===== config.mk =====
export PLATFORM = sky130hd
export DESIGN_NAME = seq_magnitude_comparator
export DESIGN_NICKNAME = d
export VERILOG_FILES = /design/src/rtl/seq_magnitude_comparator.sv
export SDC_FILE = /design/constraint.sdc
export NUM_CORES = 1
export LEC_CHECK = 0
export CAP_MARGIN = 20
export CORE_MARGIN = 3
export CORE_UTILIZATION = 62
export CTS_CLUSTER_SIZE = 16
export DETAILED_ROUTE_END_ITERATION = 8
export DONT_BUFFER_PORTS = 1
export GPL_ROUTABILITY_DRIVEN = 0
export PLACE_DENSITY = 0.79
export SYNTH_ARGS = -nofsm -noshare
export SYNTH_HDL_FRONTEND = slang
export SYNTH_SLANG_ARGS = --single-unit

===== constraint.sdc =====
create_clock -name clk -period 3.2 [get_ports clk]
set_input_delay 0.16 -clock clk [delete_from_list [all_inputs] [get_ports clk]]
set_output_delay 0.16 -clock clk [all_outputs]
set_load 0.01 [all_outputs]

===== src/rtl/seq_magnitude_comparator.sv =====
// Multi-cycle magnitude comparator: walks two WIDTH-bit operands MSB-first, CHUNK bits per clock,
// stopping at the first differing chunk. Result is a held active-low one-hot {gt_n, eq_n, lt_n}.
`timescale 1ns/1ps

module seq_magnitude_comparator #(
    parameter int unsigned WIDTH = 16,
    parameter int unsigned CHUNK = 4
) (
    input  logic             clk,
    input  logic             rst_n,
    input  logic             start_i,
    input  logic             signed_mode_i,
    input  logic [WIDTH-1:0] a_i,
    input  logic [WIDTH-1:0] b_i,
    output logic             busy_o,
    output logic             done_o,
    output logic [2:0]       y_o
);

    localparam int unsigned N    = WIDTH / CHUNK;
    localparam int unsigned IdxW = (N > 1) ? $clog2(N) : 1;

    localparam logic [IdxW-1:0] LastIdx = IdxW'(N - 1);

    localparam logic [2:0] YGt   = 3'b011;
    localparam logic [2:0] YEq   = 3'b101;
    localparam logic [2:0] YLt   = 3'b110;
    localparam logic [2:0] YNone = 3'b111;

    if ((CHUNK < 1) || (CHUNK > WIDTH) || ((WIDTH % CHUNK) != 0)) begin : g_bad_params
        $error("seq_magnitude_comparator: WIDTH must be a non-zero multiple of CHUNK");
    end

    typedef enum logic {
        StIdle,
        StCmp
    } state_e;

    state_e           state_q;
    logic [WIDTH-1:0] a_q;
    logic [WIDTH-1:0] b_q;
    logic             signed_q;
    logic [IdxW-1:0]  idx_q;
    logic             busy_q;
    logic             done_q;
    logic [2:0]       y_q;

    logic [CHUNK-1:0] a_parts [N];
    logic [CHUNK-1:0] b_parts [N];
    logic [CHUNK-1:0] a_chunk;
    logic [CHUNK-1:0] b_chunk;
    logic             chunk_gt;
    logic             chunk_lt;
    logic             last_chunk;

    // Chunk 0 is the most significant slice.
    for (genvar g = 0; g < N; g++) begin : g_parts
        assign a_parts[g] = a_q[WIDTH-1-g*CHUNK -: CHUNK];
        assign b_parts[g] = b_q[WIDTH-1-g*CHUNK -: CHUNK];
    end

    always_comb begin
        a_chunk = '0;
        b_chunk = '0;
        for (int unsigned i = 0; i < N; i++) begin
            if (idx_q == IdxW'(i)) begin
                a_chunk = a_parts[i];
                b_chunk = b_parts[i];
            end
        end
        // Flipping both sign bits maps two's-complement order onto unsigned order.
        if (signed_q && (idx_q == '0)) begin
            a_chunk[CHUNK-1] = ~a_chunk[CHUNK-1];
            b_chunk[CHUNK-1] = ~b_chunk[CHUNK-1];
        end
        chunk_gt   = a_chunk > b_chunk;
        chunk_lt   = a_chunk < b_chunk;
        last_chunk = (idx_q == LastIdx);
    end

    always_ff @(posedge clk or negedge rst_n) begin
        if (!rst_n) begin
            state_q  <= StIdle;
            a_q      <= '0;
            b_q      <= '0;
            signed_q <= 1'b0;
            idx_q    <= '0;
            busy_q   <= 1'b0;
            done_q   <= 1'b0;
            y_q      <= YNone;
        end else begin
            done_q <= 1'b0;
            unique case (state_q)
                StIdle: begin
                    if (start_i) begin
                        a_q      <= a_i;
                        b_q      <= b_i;
                        signed_q <= signed_mode_i;
                        idx_q    <= '0;
                        busy_q   <= 1'b1;
                        state_q  <= StCmp;
                    end
                end
                StCmp: begin
                    if (chunk_gt || chunk_lt) begin
                        y_q     <= chunk_gt ? YGt : YLt;
                        done_q  <= 1'b1;
                        busy_q  <= 1'b0;
                        state_q <= StIdle;
                    end else if (last_chunk) begin
                        y_q     <= YEq;
                        done_q  <= 1'b1;
                        busy_q  <= 1'b0;
                        state_q <= StIdle;
                    end else begin
                        idx_q <= idx_q + IdxW'(1);
                    end
                end
                default: begin
                    busy_q  <= 1'b0;
                    state_q <= StIdle;
                end
            endcase
        end
    end

    assign busy_o = busy_q;
    assign done_o = done_q;
    assign y_o    = y_q;

endmodule


Word level (Yosys, flattened, before mapping):

Index checks and enable logic that the tools add are counted.

* register bits: 41
* output and inout bits: 5

* $add $sub $neg: 1
* magnitude comparators: 2
* eq/ne operators: 7
* multiplexer cells: 28
* bitwise operators: 3
* reduce and logical (&&, ||, !) cells: 8

Operator list (number)
* $mux W4: 8
* $mux W1: 11
* $mux W3: 3
* $mux W2: 3
* $ne A2 B2 Y1 const B: 3
* $reduce_and A2 Y1: 3
* $eq A2 B2 Y1 const B: 2
* $gt A4 B4 Y1: 1
* $lt A4 B4 Y1: 1
* $pmux W1 S2: 2
* $pmux W2 S2: 1
* $ne A3 B1 Y1 const B: 1
* $not A1 Y1: 3
* $reduce_and A3 Y1: 1
* $add A2 B1 Y2 const B: 1
* $eq A2 B1 Y1 const B: 1
* $logic_not A2 Y1: 1
* $reduce_bool A2 Y1: 1
* $logic_and A1 B1 Y1: 1
* $logic_or A1 B1 Y1: 1

Longest topological paths before layout:

* depth after elaboration: 11
* mapped depth: 13
* mapped depth without buffers: 11

Worst setup path after synthesis:

OpenSTA, ideal clock, no wires.

* path kind: reg2reg
* start: register idx_q[1]
* end: register idx_q[0]
* setup time: 0.118 ns
* arrival time: 2.556 ns
* slack: 0.526 ns
* stages on the path, launching flop included: 14
* cell sequence: dfrtp_1 > inv_1 > ha_1 > buf_2 > nor2b_1 > buf_2 > a221oi_1 > o31ai_1 > xor2_1 > ha_1 > nand4_2 > a311oi_4 > xnor2_1 > a21o_1

* cells in the longest elaborated chain, start to end: 11

Ends and longest elaborated chain
* start: declaration: RTL line 43 `logic [IdxW-1:0] idx_q;`
* start signal: assignment: RTL line 116 `idx_q <= idx_q + IdxW'(1);`
* $logic_not A2 Y1: RTL line 66, 72
* $mux W4 (4 in series): RTL line 66 `if (idx_q == IdxW'(i)) begin`
* $not A1 Y1 (on tied branches): RTL line 73, 74
* $mux W1: RTL line 72 `if (signed_q && (idx_q == '0)) begin`
* $gt A4 B4 Y1 / $lt A4 B4 Y1 (equally long branches): RTL line 76, 77
* $logic_or A1 B1 Y1: RTL line 105 `if (chunk_gt || chunk_lt) begin`
* $ne A2 B2 Y1 (no source line)
* $reduce_and A3 Y1 (no source line) (*)

Mark *: on every way between the ends. The rest lies on a longest branch, timed or not.
A chain may end at the register's enable or synchronous reset.

Worst setup path in the final report:

* start: register idx_q[0]
* end: register idx_q[0]

* cells in the longest elaborated chain, start to end: 11

Ends and longest elaborated chain (RTL line)
* $logic_not A2 Y1: 66, 72
* $mux W4 (4 in series): 66
* $not A1 Y1 (on tied branches): 73, 74
* $mux W1: 72
* $gt A4 B4 Y1 / $lt A4 B4 Y1 (equally long branches): 76, 77
* $logic_or A1 B1 Y1: 105
* $ne A2 B2 Y1 (no source line)
* $reduce_and A3 Y1 (no source line)

Parallel ways exist; a longest one is shown, timed or not. The select of a mux whose other input is x is not followed.

==> key figures <==
Status
  • Status: completed

Layout
  • P&R area growth vs syn: 23.2%
  • Fraction of layout cells with a size suffix above 1: 25.6%
  • Multi-input logic area: about 910 um2
  • Final antenna diode count: 0
  • Seq. cell area: between 0.001 and 0.0015 mm2
  • Fillers: approximately 150
  • NumNets Final: between 200 and 250
  • Final core occ: between 80% and 90%
  • Fin cells: between 200 and 250

Critical path
  • Worst Setup Start Kind: flip-flop
  • Register-to-register setup slack: 0.24 ns
  • FF-to-FF End: idx_q[0]$_DFFE_PN0P_
  • Crit path kind: reg -> reg
  • Crit-path max FO: 16
  • Worst r2r src: idx_q[0]$_DFFE_PN0P_
  • R2R cell count: 10
  • CP Capture Type: flip-flop
  • Req. time, crit path: around 3.5 ns
  • Worst Path Arrival: between 3 and 4 ns

Clock network
  • Worst-path clk slew: 0.11 ns
  • Num CTS Buffers: 5
  • H-tree depth: 2
  • Clock sink count: around 40
  • Later-pin clock latency in the skew report: approximately 0.35 ns
  • Post-CTS Setup Inserts: 0
  • Root Driver: clkbuf_4
  • CTS tree: built
  • CTS Buffer Depth: 2

Yosys
  • Synth area leader: dfrtp_1
  • Distinct cell type count after synthesis: 29
  • Post-synth top area share: 47.9%
  • Register area share after synthesis: 51.8%
  • Mapped Cells: 162
  • Number of synthesis warnings: 0
  • Top cells by area, synth: dfrtp_1 48%, mux2_2 18%, ha_1 5.0%
  • Seq cells post-synth: 41
  • Post-Syn Area: about 0.0020 mm2
  • Syn nets: 206
  • Synthesized area per cell: 12.3 um2

Placed design
  • Dpl hpwl: 2490 um
  • Placed cells: just under 200
  • I/O Buffers: 0

Min path
  • Worst Hold End: idx_q[1]$_DFFE_PN0P_
  • HP Class: in -> reg
  • Hold_sp: start_i
  • Hold path cells: 3

Power and ir drop
  • Internal power: around 0.0012 W
  • Sw frac: 37.0%
  • Clock power frac: 12.9%
  • Total leakage power: between 1 and 1.5 nW
  • Peak VDD IR: 0.435 mV
  • Switch Pwr: roughly 0.0007 W
  • Total Power Consumption: around 0.0019 W
  • Sequential Power Share: ~44%
  • Pwr/cell area: just under 800 mW/mm2
  • Combinational power share: between 40% and 50%

STA
  • Relative slew slack: between 50% and 60%
  • RSZ-0062 raised after global routing: no
  • Final Max Tran Viols: 0
  • Final setup viols: 0
  • Hold slack final: ~0.025 ns
  • Least-Margin Pin Slew: between 0.6 and 0.7 ns
  • Fin crit share: between 90% and 100%
  • Max Fclk: 0.338 GHz
  • Final TNS setup: 0 ns
  • Final worst path period need: roughly 3.0 ns
  • Clk_skew: roughly 0.0077 ns
  • Final hold vios: 0

Route
  • First-pass DRT Iterations: 4
  • DRC: 0
  • Antenna Nets Post-Route: 0
  • Vias per cell: 5.69
  • DR vias: 1372
  • Final Routed Wirelength: around 4300 um
  • DR WL/cell: 18.0 um
  • Initial DRC count: 73

Floorplanning
  • I/O pin count: slightly above 40
  • Die W: approximately 63 um
  • Core area: just under 0.003 mm2
  • Die H: between 60 and 70 um
  • DIE AREA: ~0.0039 mm2
  • Starting Density: between 60% and 70%
  • Std cell rows: 19

Flow run
  • # Max-Cap Violations: 0

GRT
  • All-layer global routing usage: between 20% and 30%
  • First-pass GRT wire length: 7420 um
  • Vias in the first global route: about 1500
  • Pin count of the biggest net entering global routing: 42
  • Gr ovfl total: 0
  • Initial antenna violation count: 0
-- how the worst max path moves through the flow --
stage	to	slack, ns	cells after the start	startpoint
4_1_cts	idx_q[0]$_DFFE_PN0P_	0.11	11	idx_q[0]$_DFFE_PN0P_
5_1_grt	idx_q[0]$_DFFE_PN0P_	0.001	10	idx_q[0]$_DFFE_PN0P_
2_1_floorplan	idx_q[0]$_DFFE_PN0P_	0.53	13	idx_q[1]$_DFFE_PN0P_
3_3_place_gp	idx_q[0]$_DFFE_PN0P_	0.35	11	idx_q[0]$_DFFE_PN0P_
6_report	idx_q[0]$_DFFE_PN0P_	0.24	10	idx_q[0]$_DFFE_PN0P_
3_5_place_dp	idx_q[0]$_DFFE_PN0P_	0.15	11	idx_q[0]$_DFFE_PN0P_
-- layer usage --
layer / wire length (um) / GRT usage [%] / vias to the layer above
met5: 0 / 0 / -
met4: 84 / 8.82 / 0
met3: 180 / 7.91 / 8
met2: 2270 / 41.8 / 35
met1: 1810 / 29.0 / 681
li1: - / - / 648
-- synthesized netlist by cell type --
master and count:
a21o_1 1, a21o_2 1, a21oi_1 9, a221oi_1 7, a22o_1 1, a22oi_1 1, a311oi_4 1, a32oi_1 1
and2b_2 1, buf_2 7, clkbuf_1 3, dfrtp_1 38, dfstp_2 3, ha_1 8, inv_1 4, mux2_2 32
nand2_1 11, nand3b_1 1, nand4_2 1, nor2_1 4, nor2b_1 9, nor3_1 4, o21a_1 1, o21ai_0 4
o21bai_1 1, o22a_1 1, o31ai_1 4, xnor2_1 1, xor2_1 2
-- per-stage QoR --
step	area [um2]	worst slack, ns
floorplan	1990	0.526
global placement	2020	0.349
detailed placement	2020	0.153
CTS	2440	0.111
global route	2450	0.00108
finish	2450	0.238
-- critical path, cell delays in order (launching register included) --
cell and delay, ns:
dfrtp_1 0.43, inv_1 0.15, ha_1 0.52, a21oi_1 0.15, a22oi_1 0.28, xor2_1 0.12, ha_1 0.33, nand4_2 0.17
a311oi_4 0.42, xnor2_1 0.13, a21o_1 0.18
-- placed cells by master, fill, tap and decap left out, types with 5 or more instances in the layout --
cell type	count
nor2b_1	7
nand2_1	11
dlygate4sd3_1	35
a21oi_1	9
dfrtp_1	38
mux2_2	32
a221oi_1	7
clkbuf_4	5
ha_1	7
-- power groups by stage --
stage	combinational (W)	sequential (W)	clock [W]
6_report	0.000828	0.000861	0.000251
5_1_grt	0.000916	0.000885	0.000284
4_1_cts	0.000805	0.000852	0.000251
3_5_place_dp	0.000747	0.000864	0
3_3_place_gp	0.000714	0.000861	0
2_1_floorplan	0.000646	0.000814	0
-- cells by family (layout without fill, tap and decap cells) --
kind of cell             after synthesis  after routing  share of synthesized area (%)
AND/OR/NAND/NOR                       31             31                           8.12
buffers and inverters                 14             51                           3.09
flip-flops                            41             41                           51.8
adder cells (fa/ha/maj)                8              8                           5.04
XOR/XNOR                               3              3                           1.32
multiplexers                          32             32                           18.1
AO/OA/AOI/OAI                         33             33                           12.5
-- cell type report --
| cell class | instances | area share, % |
|---|---|---|
| sequential | 41 | 42.1 |
| multi-input combinational | 107 | 37.1 |
| timing repair buffer | 39 | 16.1 |
| tap | 42 | 2.15 |
| clock buffer | 8 | 1.99 |
| inverter | 4 | 0.613 |
-- state kept, by name (all words and copies together) (netlist names) --
register,count
done_o,1
busy_o,1
a_parts,16
idx_q,2
y_o,3
state_q,1
b_parts,16
signed_q,1
-- timing repair --
action	CTS	global route
endpoints found under the setup margin	0	4
endpoints found under the hold margin	76	0
resized for setup	0	3
hold buffers	36	0
Note: power is estimated with default switching activity, not from simulation.
